<file path="src/rtl/microcode_seq_if.sv">
// Sequencer port bundle: fetch/bus handshake, CPU flags, control-word fields and
// sequencer outputs. The sequencer takes the slave side.
interface microcode_seq_if;
  logic [7:0] instr_byte;
  logic       instr_valid;
  logic       mem_ready;
  logic       flag_z;
  logic       flag_c;
  logic       ime;
  logic       irq_pending;
  logic       ctl_end;
  logic [9:0] ctl_next;
  logic       ctl_cond_en;
  logic [1:0] ctl_cond_sel;
  logic       ctl_cb_prefix;
  logic       ctl_halt;
  logic [9:0] uaddr;
  logic       instr_start;
  logic       irq_ack;
  logic       halted;
  logic       seq_err;

  modport master (
    output instr_byte, instr_valid, mem_ready, flag_z, flag_c, ime, irq_pending,
           ctl_end, ctl_next, ctl_cond_en, ctl_cond_sel, ctl_cb_prefix, ctl_halt,
    input  uaddr, instr_start, irq_ack, halted, seq_err
  );

  modport slave (
    input  instr_byte, instr_valid, mem_ready, flag_z, flag_c, ime, irq_pending,
           ctl_end, ctl_next, ctl_cond_en, ctl_cond_sel, ctl_cb_prefix, ctl_halt,
    output uaddr, instr_start, irq_ack, halted, seq_err
  );
endinterface

</file>
<file path="src/rtl/microcode_seq.sv">
// Microcode sequencer: drives the control-ROM address and walks each instruction's
// microwords, with CB chaining, conditional early exit, HALT, IRQ dispatch, watchdog.
module microcode_seq #(
  parameter logic [9:0] FETCH_ADDR = 10'd512,
  parameter logic [9:0] IRQ_ADDR   = 10'd520,
  parameter int         MAX_STEPS  = 15
) (
  input  logic             clk,
  input  logic             rst_n,
  microcode_seq_if.slave   bus
);
  localparam int SW = $clog2(MAX_STEPS + 1);

  typedef enum logic [1:0] {S_FETCH, S_EXEC, S_HALT} state_t;

  state_t        state_q, state_d;
  logic [9:0]    uaddr_q, uaddr_d;
  logic          cb_q, cb_d;
  logic [SW-1:0] step_q, step_d;
  logic          start_q, start_d;
  logic          ack_q, ack_d;
  logic          err_q, err_d;
  logic          halted;
  logic          cond_true;
  logic          boundary;
  logic          irq_take;

  always_ff @(posedge clk) begin
    if (!rst_n) begin
      state_q <= S_FETCH;
      uaddr_q <= FETCH_ADDR;
      cb_q    <= 1'b0;
      step_q  <= '0;
      start_q <= 1'b0;
      ack_q   <= 1'b0;
      err_q   <= 1'b0;
    end else begin
      state_q <= state_d;
      uaddr_q <= uaddr_d;
      cb_q    <= cb_d;
      step_q  <= step_d;
      start_q <= start_d;
      ack_q   <= ack_d;
      err_q   <= err_d;
    end
  end

  always_comb begin
    case (bus.ctl_cond_sel)
      2'd0:    cond_true = !bus.flag_z;
      2'd1:    cond_true =  bus.flag_z;
      2'd2:    cond_true = !bus.flag_c;
      default: cond_true =  bus.flag_c;
    endcase
  end

  assign boundary = bus.ctl_end || (bus.ctl_cond_en && !cond_true);
  assign irq_take = bus.irq_pending && bus.ime;

  always_comb begin
    state_d = state_q;
    uaddr_d = uaddr_q;
    cb_d    = cb_q;
    step_d  = step_q;
    start_d = 1'b0;
    ack_d   = 1'b0;
    err_d   = 1'b0;
    case (state_q)
      S_FETCH: begin
        if (bus.mem_ready && bus.instr_valid) begin
          uaddr_d = {1'b0, cb_q, bus.instr_byte};
          cb_d    = 1'b0;
          step_d  = '0;
          start_d = 1'b1;
          state_d = S_EXEC;
        end
      end
      S_EXEC: begin
        if (bus.mem_ready) begin
          // CB prefix re-enters FETCH directly, so no IRQ window opens mid-instruction
          if (bus.ctl_cb_prefix) begin
            cb_d    = 1'b1;
            uaddr_d = FETCH_ADDR;
            state_d = S_FETCH;
          end else if (bus.ctl_halt) begin
            uaddr_d = FETCH_ADDR;
            state_d = S_HALT;
          end else if (boundary) begin
            if (irq_take) begin
              uaddr_d = IRQ_ADDR;
              ack_d   = 1'b1;
              step_d  = '0;
            end else begin
              uaddr_d = FETCH_ADDR;
              state_d = S_FETCH;
            end
          end else if (step_q == SW'(MAX_STEPS)) begin
            err_d   = 1'b1;
            uaddr_d = FETCH_ADDR;
            state_d = S_FETCH;
          end else begin
            uaddr_d = bus.ctl_next;
            step_d  = step_q + 1'b1;
          end
        end
      end
      S_HALT: begin
        // Wake on any pending interrupt; dispatch it only if enabled
        if (bus.irq_pending) begin
          if (bus.ime) begin
            uaddr_d = IRQ_ADDR;
            ack_d   = 1'b1;
            step_d  = '0;
            state_d = S_EXEC;
          end else begin
            uaddr_d = FETCH_ADDR;
            state_d = S_FETCH;
          end
        end
      end
      default: begin
        uaddr_d = FETCH_ADDR;
        state_d = S_FETCH;
      end
    endcase
  end

  always_comb begin
    halted = (state_q == S_HALT);
  end

  assign bus.uaddr       = uaddr_q;
  assign bus.instr_start = start_q;
  assign bus.irq_ack     = ack_q;
  assign bus.seq_err     = err_q;
  assign bus.halted      = halted;
endmodule

</file>
<file path="src/flat_wrapper.sv">
// flat-port wrapper written by rule: the top's interface ports become plain ports
module microcode_seq_flat 
#(
  parameter logic [9:0] FETCH_ADDR = 10'd512,
  parameter logic [9:0] IRQ_ADDR   = 10'd520,
  parameter int         MAX_STEPS  = 15
)
  (clk, rst_n, bus_instr_byte, bus_instr_valid, bus_mem_ready, bus_flag_z, bus_flag_c, bus_ime, bus_irq_pending, bus_ctl_end, bus_ctl_next, bus_ctl_cond_en, bus_ctl_cond_sel, bus_ctl_cb_prefix, bus_ctl_halt, bus_uaddr, bus_instr_start, bus_irq_ack, bus_halted, bus_seq_err);
  microcode_seq_if bus_i ();
  input  logic clk;
  input  logic rst_n;
  input wire logic [$bits(bus_i.instr_byte)-1:0] bus_instr_byte;
  input wire logic [$bits(bus_i.instr_valid)-1:0] bus_instr_valid;
  input wire logic [$bits(bus_i.mem_ready)-1:0] bus_mem_ready;
  input wire logic [$bits(bus_i.flag_z)-1:0] bus_flag_z;
  input wire logic [$bits(bus_i.flag_c)-1:0] bus_flag_c;
  input wire logic [$bits(bus_i.ime)-1:0] bus_ime;
  input wire logic [$bits(bus_i.irq_pending)-1:0] bus_irq_pending;
  input wire logic [$bits(bus_i.ctl_end)-1:0] bus_ctl_end;
  input wire logic [$bits(bus_i.ctl_next)-1:0] bus_ctl_next;
  input wire logic [$bits(bus_i.ctl_cond_en)-1:0] bus_ctl_cond_en;
  input wire logic [$bits(bus_i.ctl_cond_sel)-1:0] bus_ctl_cond_sel;
  input wire logic [$bits(bus_i.ctl_cb_prefix)-1:0] bus_ctl_cb_prefix;
  input wire logic [$bits(bus_i.ctl_halt)-1:0] bus_ctl_halt;
  output wire logic [$bits(bus_i.uaddr)-1:0] bus_uaddr;
  output wire logic [$bits(bus_i.instr_start)-1:0] bus_instr_start;
  output wire logic [$bits(bus_i.irq_ack)-1:0] bus_irq_ack;
  output wire logic [$bits(bus_i.halted)-1:0] bus_halted;
  output wire logic [$bits(bus_i.seq_err)-1:0] bus_seq_err;
  assign bus_i.instr_byte = bus_instr_byte;
  assign bus_i.instr_valid = bus_instr_valid;
  assign bus_i.mem_ready = bus_mem_ready;
  assign bus_i.flag_z = bus_flag_z;
  assign bus_i.flag_c = bus_flag_c;
  assign bus_i.ime = bus_ime;
  assign bus_i.irq_pending = bus_irq_pending;
  assign bus_i.ctl_end = bus_ctl_end;
  assign bus_i.ctl_next = bus_ctl_next;
  assign bus_i.ctl_cond_en = bus_ctl_cond_en;
  assign bus_i.ctl_cond_sel = bus_ctl_cond_sel;
  assign bus_i.ctl_cb_prefix = bus_ctl_cb_prefix;
  assign bus_i.ctl_halt = bus_ctl_halt;
  assign bus_uaddr = bus_i.uaddr;
  assign bus_instr_start = bus_i.instr_start;
  assign bus_irq_ack = bus_i.irq_ack;
  assign bus_halted = bus_i.halted;
  assign bus_seq_err = bus_i.seq_err;
  microcode_seq #(.FETCH_ADDR(FETCH_ADDR), .IRQ_ADDR(IRQ_ADDR), .MAX_STEPS(MAX_STEPS)) u_core (.clk(clk), .rst_n(rst_n), .bus(bus_i));
endmodule
</file>
<file path="config.mk">
export PLATFORM = sky130hd
export DESIGN_NAME = microcode_seq_flat
export DESIGN_NICKNAME = d
export VERILOG_FILES = /design/src/rtl/microcode_seq_if.sv /design/src/rtl/microcode_seq.sv /design/src/flat_wrapper.sv
export SDC_FILE = /design/constraint.sdc
export NUM_CORES = 1
export LEC_CHECK = 0
export CAP_MARGIN = 10
export CORE_UTILIZATION = 35
export CTS_CLUSTER_DIAMETER = 60
export DETAILED_ROUTE_END_ITERATION = 16
export HOLD_SLACK_MARGIN = 0.1
export PLACE_DENSITY = 0.67
export SLEW_MARGIN = 5
export SYNTH_ARGS = -nofsm -noshare
export SYNTH_HDL_FRONTEND = slang
export SYNTH_SLANG_ARGS = --single-unit
</file>
<file path="constraint.sdc">
create_clock -name clk -period 2.39 [get_ports clk]
set_input_delay 0.717 -clock clk [delete_from_list [all_inputs] [get_ports clk]]
set_output_delay 0.717 -clock clk [all_outputs]
set_load 0.005 [all_outputs]
</file>
* Word-level counts from Yosys, hierarchy flattened
Index checks and enable logic that the tools add are counted.
Cells by class: multiplexer cells 45, $add $sub $neg 1, reduce and logical (&&, ||, !) cells 17, bitwise gates (word level) 3, eq/ne operators 16
Operators by type and width (number):
- $mux 10 | 7
- $mux 4 | 11
- $pmux 10 s3 | 1
- $mux 2 | 8
- $mux 1 | 13
- $ne 2x2->1 const B | 6
- $pmux 4 s3 | 1
- $reduce_and 9->1 | 1
- $pmux 2 s3 | 1
- $reduce_or 6->1 | 1
- $ne 5x3->1 const B | 1
- $ne 5x5->1 const B | 1
- $reduce_and 5->1 | 1
- $add 4x1->4 const B | 1
- $eq 2x1->1 const B | 2
- $eq 2x2->1 const B | 2
- $eq 4x4->1 const B | 1
- $logic_not 2->1 | 2
- $pmux 1 s2 | 2
- $reduce_and 4->1 | 1
- $logic_and 1x1->1 | 3
- $logic_not 1->1 | 3
- $ne 3x2->1 const B | 1
- $ne 3x3->1 const B | 1
- other kinds (8) | 10
Storage, ports and cells: register bits 20, bits of input ports 32, output and inout bits 14, word-level logic and storage cells 89

* Logic depth before layout (Yosys ltp)
Gate-level depths: netlist of run 1.
depth after elaboration 10, mapped depth 9, mapped depth without buffers 7

* Least setup slack after synthesis of run 1
Ideal clock, no wire load.
path kind in2reg, start point input port bus_ctl_cond_sel[1], end point register u_core.step_q[2], path slack 0.304 ns, stages 5, data arrival time 1.964 ns, setup time 0.122 ns, required time 2.268 ns, buffers on the path 0, path through mux2i_1 > mux2_2 > a21o_1 > and4_1 > a311o_1
On the way: longest elaborated chain between the ends 10, elaborated cells between the ends (all ways) 15, those cells by class eq/ne: 4; mux: 6; reduce/logical: 5
RTL lines:
- start, declared | line flat_wrapper.sv:22 | input wire logic [$bits(bus_i.ctl_cond_sel)-1:0] bus_ctl_cond_sel;
- $eq 2x2->1 (tied with other cells) | line microcode_seq.sv:49 | case (bus.ctl_cond_sel)
- $pmux 1 s3 * | line microcode_seq.sv:49
- $logic_not 1->1 * | line microcode_seq.sv:57 | assign boundary = bus.ctl_end || (bus.ctl_cond_en && !cond_true);
- $logic_and 1x1->1 * | line microcode_seq.sv:57
- $logic_or 1x1->1 * | line microcode_seq.sv:57
- $mux 4 | line microcode_seq.sv:88 | end else if (boundary) begin
- $mux 4 | line microcode_seq.sv:85 | end else if (bus.ctl_halt) begin
- $mux 4 | line microcode_seq.sv:81 | if (bus.ctl_cb_prefix) begin
- $mux 4 | line microcode_seq.sv:79 | if (bus.mem_ready) begin
- $pmux 4 s3 | line microcode_seq.sv:68 | case (state_q)
- end signal, assigned | line microcode_seq.sv:41 | step_q <= step_d;
- end, declared | line microcode_seq.sv:19 | logic [SW-1:0] step_q, step_d;
Every way passes the cells marked *; elsewhere a longest branch is shown, timed or not. The select of a mux whose other input is x is not followed. A chain may end at the register's enable or synchronous reset.

* Worst setup path after layout of run 1
Ends and elaborated chain as after synthesis.

==> results.json, run 1 <==
{
  "syn_area_mm2": 0.00114,
  "synth-seq-cells": 20,
  "placed_area_mm2": 0.00175,
  "cp.required_ps": 2590,
  "cp_max_fo": 4,
  "synth_most_common_cell": "dfxtp_1",
  "max_cap_viol_count": 0,
  "setup_viol": 0,
  "drc": 0,
  "antenna_found_initial": 0,
  "p_per_area_mw_per_mm2": 651,
  "slew_viol_final": 0,
  "whs_ps": 516,
  "num_io_pins": 46,
  "cp.arrival_ps": 2500,
  "clk_latency_ps": 300,
  "fmax_mhz": 435,
  "multi_input_area_um2": 707,
  "path_clk_slew_ps": 120,
  "post-route-period-util_pct": 96.1,
  "p_leak_uw": 0.000743,
  "grt-ovfl-total": 0,
  "grt_pass1_wl_um": 5410,
  "vias_per_cell": 5.36,
  "core-area_mm2": 0.00308,
  "stdcell_area_mm2": 0.00179,
  "yosys_warnings": 0,
  "cts_htree_levels": 1,
  "end_kind": "flip-flop",
  "ant_nets": 0,
  "skew_ps": 4.24,
  "syn2layout_area_growth_pct": 56.5,
  "path_class": "in -> reg",
  "cts_setup_buffers": 0,
  "worstMarginPinSlew_ps": 515,
  "avgSynthCellArea_um2": 8.54,
  "clock_sinks": 20,
  "wire_per_inst_um": 14.1,
  "drt_first_pass_iters": 4,
  "relSlewSlack_pct": 65.5,
  "clock_tree.root_cell": "clkbuf_4",
  "peakVddDrop_uv": 471,
  "fin_crit_ps": 2300,
  "fp-row-count": 20,
  "final_hold_viol_count": 0,
  "synth_top_area_cell": "dfxtp_1",
  "min_path_type": "reg -> reg",
  "grt_pass1_vias": 1279,
  "track_usage_pct": 20.4,
  "dieWidth_um": 59.2,
  "ys_types": 42,
  "synth_top_area_share_pct": 35.0,
  "cts_tree": "built",
  "vias": 1280,
  "synthCells": 134,
  "gp_congestion": 0.901,
  "grt_max_degree": 14,
  "drt_iter0_markers": 60,
  "fillCellCount": 297,
  "synth_edf_count": 0,
  "fin_nets": 233,
  "insertedDiodeCount": 0,
  "dieArea_mm2": 0.00350,
  "numPortBuffers": 45,
  "postCtsHoldBufs": 0,
  "start_util_pct": 37.2,
  "hpwlAfterDp_um": 2620,
  "outcome": "finished clean",
  "synth_commonest_cells": "20 x dfxtp_1, 13 x nand2_1, 10 x a21o_1",
  "synth.area.top_cells": "dfxtp_1 35%, a22o_1 6.9%, a21o_1 6.6%",
  "numCtsBuffers": 3,
  "clock_path_buffers": 2,
  "dp_cells": 235,
  "syn-num-nets": 171,
  "cp-start-kind": "input port",
  "async_reset_ff_share_pct": 0,
  "register_area_um2": 400,
  "yosysSeqAreaShare_pct": 35.0,
  "finalNonFillerCells": 239,
  "die_h_um": 59.2,
  "final_util_pct": 58.2,
  "synthFlopType": "dfxtp_1",
  "rsz0062_at_grt": "no",
  "finalWirelength_um": 3370,
  "drive_gt1_share_pct": 13.8
}
## where the power goes
part	total (uW)	internal [uW]	switching (uW)
combinational	550	287	264
clock	202	93.0	109
sequential	413	382	30.9
## logic make-up after synthesis
group,count (synthesis),synth area share [%]
AND/OR/NAND/NOR,52,24.7
AO/OA/AOI/OAI,45,29.5
flip-flops,20,35.0
buffers and inverters,10,3.50
adder cells (fa/ha/maj),5,5.46
multiplexers,2,1.86
## layer usage
layer	part of all wire (%)	up-vias	GRT usage [%]
met4	1.3	0	7.82
li1	-	631	-
met5	0	-	0
met1	45	606	25.0
met2	49	39	34.2
met3	5.1	4	5.02
## final cells by class
| class | instances | area share, % |
|---|---|---|
| Sequential cell | 20 | 22.3 |
| Timing Repair Buffer | 61 | 31.8 |
| Clock buffer | 4 | 2.03 |
| Inverter | 6 | 1.26 |
| Tap cell | 44 | 3.07 |
| Multi-Input combinational cell | 104 | 39.5 |
## registers in the layout, indices dropped and copies added, names as in the netlist
signal                  flops
u_core.state_q              2
u_core.bus.irq_ack          1
u_core.bus.seq_err          1
u_core.bus.uaddr           10
u_core.cb_q                 1
u_core.step_q               4
u_core.bus.instr_start      1
## cell usage in the layout, fill, tap and decap left out, types with 3 or more instances in the layout
cell type | netlist | final
o21ai_0 | 3 | 3
a31oi_1 | 3 | 3
clkdlybuf4s50_1 | 0 | 45
a21o_1 | 10 | 10
clkbuf_4 | 0 | 3
a21oi_1 | 6 | 6
a22o_1 | 9 | 9
nand2b_1 | 5 | 5
nand4_1 | 4 | 4
nor4_1 | 3 | 3
nor3_1 | 4 | 4
dfxtp_1 | 20 | 20
inv_1 | 5 | 5
nor2_1 | 8 | 8
nand2_1 | 13 | 13
ha_1 | 5 | 4
buf_4 | 0 | 16
nand3_1 | 5 | 5
## critical path: stages
cell             delay [ps]
clkdlybuf4s50_1         470
mux2i_1                 200
mux2_2                  380
a21o_1                  210
and4_1                  190
a311o_1                 320
## final timing paths
kind	endpoint	slack, ps	startpoint	cells after the start
hold / removal	u_core.bus.uaddr[9]	520	u_core.bus.uaddr[9]	2
hold reg to reg	u_core.bus.uaddr[9]	520	u_core.bus.uaddr[9]	2
setup reg to reg	u_core.bus.uaddr[4]	230	u_core.state_q[1]	8
setup / recovery	u_core.step_q[2]	90	bus_ctl_cond_sel[1]	6
## repair_timing
item | 4_1_cts | 5_1_grt
endpoints found under the setup margin | 0 | 1
hold endpoints to repair | 0 | 0
resized for setup | 0 | 1
## stage by stage
stage	setup WS, ps	TNS [ps]	power [uW]
finish	92.9	0	1170
global route	20.5	0	1240
CTS	31.6	0	1170
detailed placement	-226	-2400	964
global placement	-173	-2170	954
floorplan	304	0	714
Note: power is estimated with default switching activity, not from simulation.
==> inputs of run 2 (changes only) <==
==> constraint.sdc (replaced) <==
create_clock -name clk -period 2.4 [get_ports clk]
set_input_delay 0.72 -clock clk [delete_from_list [all_inputs] [get_ports clk]]
set_output_delay 0.72 -clock clk [all_outputs]
set_load 0.005 [all_outputs]
==> results.json, run 2 (synthesized netlist as in run 1, its figures left out) <==
{
  "clkPwrFrac_pct": 17.9,
  "post-route-period-util_pct": 94.8,
  "cts_tree": "built",
  "insertedDiodeCount": 0,
  "syn2layout_area_growth_pct": 57.4,
  "vias": 1273,
  "fin_crit_ps": 2280,
  "clk_latency_ps": 320,
  "cp_max_fo": 4,
  "placed_area_mm2": 0.00175,
  "drt_iter0_markers": 51,
  "numPortBuffers": 45,
  "drt_first_pass_iters": 4,
  "cp.arrival_ps": 2500,
  "max_cap_viol_count": 0,
  "vias_per_cell": 5.33,
  "cts_htree_levels": 1,
  "fin_nets": 233,
  "power_switching_uw": 419,
  "numCtsBuffers": 3,
  "core-area_mm2": 0.00308,
  "relSlewSlack_pct": 64.5,
  "drc": 0,
  "rsz0062_at_grt": "no",
  "antenna_found_initial": 0,
  "peakVddDrop_uv": 497,
  "grt-ovfl-total": 0,
  "sequentialPowerShare_pct": 35.1,
  "clock_tree.root_cell": "clkbuf_4",
  "path_clk_slew_ps": 130,
  "fp-row-count": 20,
  "layout_commonest_cell": "clkdlybuf4s50_1",
  "postCtsHoldBufs": 0,
  "cts_setup_buffers": 0,
  "p_leak_uw": 0.000744,
  "hpwlAfterDp_um": 2680,
  "gp_congestion": 0.901,
  "setup_viol": 0,
  "dieArea_mm2": 0.00350,
  "whs_ps": 524,
  "comb_power_share_pct": 47.0,
  "final_cell_mix": "45 x clkdlybuf4s50_1, 20 x dfxtp_1, 16 x buf_4, 13 x nand2_1, 10 x a21o_1",
  "wire_per_inst_um": 14.4,
  "switching_share_pct": 35.5,
  "finalWirelength_um": 3440,
  "p_int_uw": 760,
  "skew_ps": 11.6,
  "end_kind": "flip-flop",
  "cp-start-kind": "input port",
  "path_class": "in -> reg",
  "track_usage_pct": 21.8,
  "final_hold_viol_count": 0,
  "outcome": "finished clean",
  "slew_viol_final": 0,
  "clock_sinks": 20,
  "drive_gt1_share_pct": 13.8,
  "num_io_pins": 46,
  "start_util_pct": 37.2,
  "min_path_type": "reg -> reg",
  "clock_path_buffers": 2,
  "cp.required_ps": 2630,
  "worstMarginPinSlew_ps": 530,
  "die_h_um": 59.2,
  "stdcell_area_mm2": 0.00180,
  "grt_pass1_vias": 1257,
  "largest_reg_flops": 10,
  "grt_max_degree": 14,
  "fmax_mhz": 439,
  "p_per_area_mw_per_mm2": 654,
  "dieWidth_um": 59.2,
  "grt_pass1_wl_um": 5590,
  "ant_nets": 0
}
run 2: per-layer routing:
metal	track usage, %	share of wire [%]	vias up
met1	27.1	44	588
li1	-	-	628
met5	0	0	-
met4	9.52	2.5	0
met2	36.0	48	48
met3	4.80	5.5	9
run 2: cell type report:
cell class,count,area (um2)
fillers,307,1280
multi-input cells,104,717
repair buffers,61,571
flip-flops and latches,20,400
well taps,44,55.1
clock buffers,4,36.3
inverters,6,22.5
run 2: metrics by stage:
stage	power (uW)	util [%]	instances	worst slack, ps	TNS, ps
2_1_floorplan	711	-	134	311	0
3_3_place_gp	950	57.0	235	-166	-2060
3_5_place_dp	966	57.0	235	-228	-2410
4_1_cts	1170	58.1	239	7.86	0
5_1_grt	1260	58.5	239	14.2	0
6_report	1180	58.5	239	124	0
run 2: final timing paths:
check        depth (start not counted)  slack, ps                start             endpoint
max                                  6        120  bus_ctl_cond_sel[1]     u_core.step_q[2]
min                                  2        520  u_core.bus.uaddr[9]  u_core.bus.uaddr[9]
max reg2reg                          8        170    u_core.state_q[1]  u_core.bus.uaddr[4]
min reg2reg                          2        520  u_core.bus.uaddr[9]  u_core.bus.uaddr[9]
run 2: power groups by stage:
stage          registers, uW  clock network [uW]  logic [uW]
4_1_cts                  413                 212         549
5_1_grt                  420                 230         607
3_3_place_gp             417                   0         533
2_1_floorplan            419                   0         292
6_report                 413                 211         554
3_5_place_dp             421                   0         545
run 2: timing repair:
| action | 4_1_cts | 5_1_grt |
|---|---|---|
| resized for setup | 0 | 2 |
| endpoints found under the setup margin | 0 | 1 |
| hold endpoints to repair | 0 | 0 |
run 2: worst max-delay path: stages:
cell and delay (ps):
clkdlybuf4s50_1 470, mux2i_1 200, mux2_2 380, a21o_1 220, and4_1 190, a311o_1 320
==> inputs of run 3 (changes only) <==
--- a/config.mk
+++ b/config.mk
@@ -5,12 +5,13 @@
 export SDC_FILE = /design/constraint.sdc
 export NUM_CORES = 1
 export LEC_CHECK = 0
-export CAP_MARGIN = 10
-export CORE_UTILIZATION = 35
+export ABC_AREA = 0
+export CAP_MARGIN = 20
+export CORE_UTILIZATION = 42
 export CTS_CLUSTER_DIAMETER = 60
 export DETAILED_ROUTE_END_ITERATION = 16
 export HOLD_SLACK_MARGIN = 0.1
-export PLACE_DENSITY = 0.67
+export PLACE_DENSITY = 0.78
 export SLEW_MARGIN = 5
 export SYNTH_ARGS = -nofsm -noshare
 export SYNTH_HDL_FRONTEND = slang
==> results.json, run 3 (synthesized netlist as in run 1, its figures left out) <==
{
  "layout_commonest_cell": "clkdlybuf4s50_1",
  "clock_tree.root_cell": "clkbuf_4",
  "path_class": "in -> reg",
  "drt_first_pass_iters": 4,
  "fin_nets": 231,
  "rr_worst_depth": 8,
  "grtUsageMet3_pct": 3.33,
  "drive_gt1_share_pct": 12.5,
  "setup_viol": 0,
  "ant_nets": 0,
  "vias": 1275,
  "fp-row-count": 18,
  "cts_tree": "built",
  "drc": 0,
  "fmax_mhz": 439,
  "clk_latency_ps": 300,
  "finalWirelength_um": 3260,
  "max_cap_viol_count": 0,
  "register_area_um2": 400,
  "whs_endpoint": "u_core.bus.uaddr[9]",
  "relSlewSlack_pct": 63.7,
  "final_hold_viol_count": 0,
  "syn2layout_area_growth_pct": 52.5,
  "start_util_pct": 45.4,
  "postCtsHoldBufs": 0,
  "cts_htree_levels": 1,
  "grtUsageMet1_pct": 30.2,
  "r2r_end": "u_core.bus.uaddr[1]",
  "grt_pass1_wl_um": 4960,
  "numCtsBuffers": 3,
  "reg2reg_from": "u_core.state_q[1]",
  "die_h_um": 54.2,
  "hpwlAfterDp_um": 2550,
  "final_cell_mix": "45 x clkdlybuf4s50_1, 20 x dfxtp_1, 14 x buf_4, 13 x nand2_1, 10 x a21o_1",
  "p_per_area_mw_per_mm2": 637,
  "fillCellCount": 215,
  "cp-start-kind": "input port",
  "wire_per_inst_um": 14.7,
  "insertedDiodeCount": 0,
  "grt-ovfl-total": 0,
  "fin_crit_ps": 2280,
  "min_path_type": "reg -> reg",
  "numPortBuffers": 45,
  "multi_input_area_um2": 707,
  "skew_ps": 7.84,
  "whs_ps": 503,
  "slew_viol_final": 0,
  "cp.arrival_ps": 2480,
  "cp.required_ps": 2600,
  "peakVddDrop_uv": 473,
  "clock_path_buffers": 2,
  "cts_setup_buffers": 0,
  "outcome": "finished clean",
  "rsz0062_at_grt": "no",
  "post-place-ws_ps": -183,
  "clock_sinks": 20,
  "dieWidth_um": 54.2,
  "fin_ws_ps": 123,
  "p_leak_uw": 0.000726,
  "largest_reg_flops": 10,
  "core-area_mm2": 0.00252,
  "met2_usage_pct": 39.2,
  "gp_congestion": 0.913,
  "track_usage_pct": 23.4,
  "drt_iter0_markers": 49,
  "worstMarginPinSlew_ps": 541,
  "hold_depth": 2,
  "post-route-period-util_pct": 94.9,
  "end_kind": "flip-flop",
  "cp_max_fo": 4,
  "path_clk_slew_ps": 110,
  "grt_pass1_vias": 1157,
  "num_io_pins": 46,
  "r2r_slack_ps": 250,
  "busiest_layer": "met2",
  "dieArea_mm2": 0.00294,
  "hp-start": "u_core.bus.uaddr[9]",
  "grt_max_degree": 12,
  "antenna_found_initial": 0,
  "vias_per_cell": 5.74
}
-- run 3: layout make-up --
class | instances | share of cell area (%)
Timing Repair Buffer | 59 | 31.8
Tap cell | 30 | 2.15
Clock buffer | 3 | 1.29
Inverter | 6 | 1.29
Multi-Input combinational cell | 104 | 40.5
Sequential cell | 20 | 22.9
-- run 3: through the flow --
| step | std cells | TNS (ps) | cell area, um2 | util (%) | power (uW) |
|---|---|---|---|---|---|
| after floorplan | 134 | 0 | 1140 | - | 711 |
| after global placement | 219 | -1530 | 1720 | 68.2 | 940 |
| after detailed placement | 219 | -2160 | 1720 | 68.2 | 953 |
| after CTS | 222 | 0 | 1740 | 69.1 | 1110 |
| after global routing | 222 | 0 | 1750 | 69.2 | 1190 |
| final | 222 | 0 | 1750 | 69.2 | 1110 |
-- run 3: power breakdown --
part	internal [uW]	switching (uW)
combinational	283	259
clock	58.4	99.8
sequential	381	30.0
total	722	389
-- run 3: worst max-delay path by stage --
| stage | startpoint | to | depth (start not counted) |
|---|---|---|---|
| after floorplan | bus_ctl_cond_sel[1] | u_core.step_q[2] | 5 |
| after global placement | bus_ctl_cond_sel[1] | u_core.step_q[2] | 6 |
| after detailed placement | bus_ctl_cond_sel[1] | u_core.step_q[2] | 6 |
| after CTS | u_core.state_q[0] | bus_halted | 3 |
| after global routing | bus_instr_valid | u_core.bus.uaddr[5] | 7 |
| final | bus_ctl_cond_sel[1] | u_core.step_q[2] | 6 |
-- run 3: layer usage --
metal	wire length (um)	part of all wire, %	vias up
met5	0	0	-
met4	33	1.0	0
met3	192	5.9	6
met2	1590	49	52
met1	1450	44	595
li1	-	-	622
-- run 3: worst max-delay path, cell delays in order --
cell and delay [ps]:
clkdlybuf4s50_1 470, mux2i_1 180, mux2_2 380, a21o_1 220, and4_1 190, a311o_1 310
-- run 3: repair_timing --
action / CTS / global route
resized for setup: 0 / 1
endpoints found under the hold margin: 0 / 0
setup endpoints to repair: 0 / 1
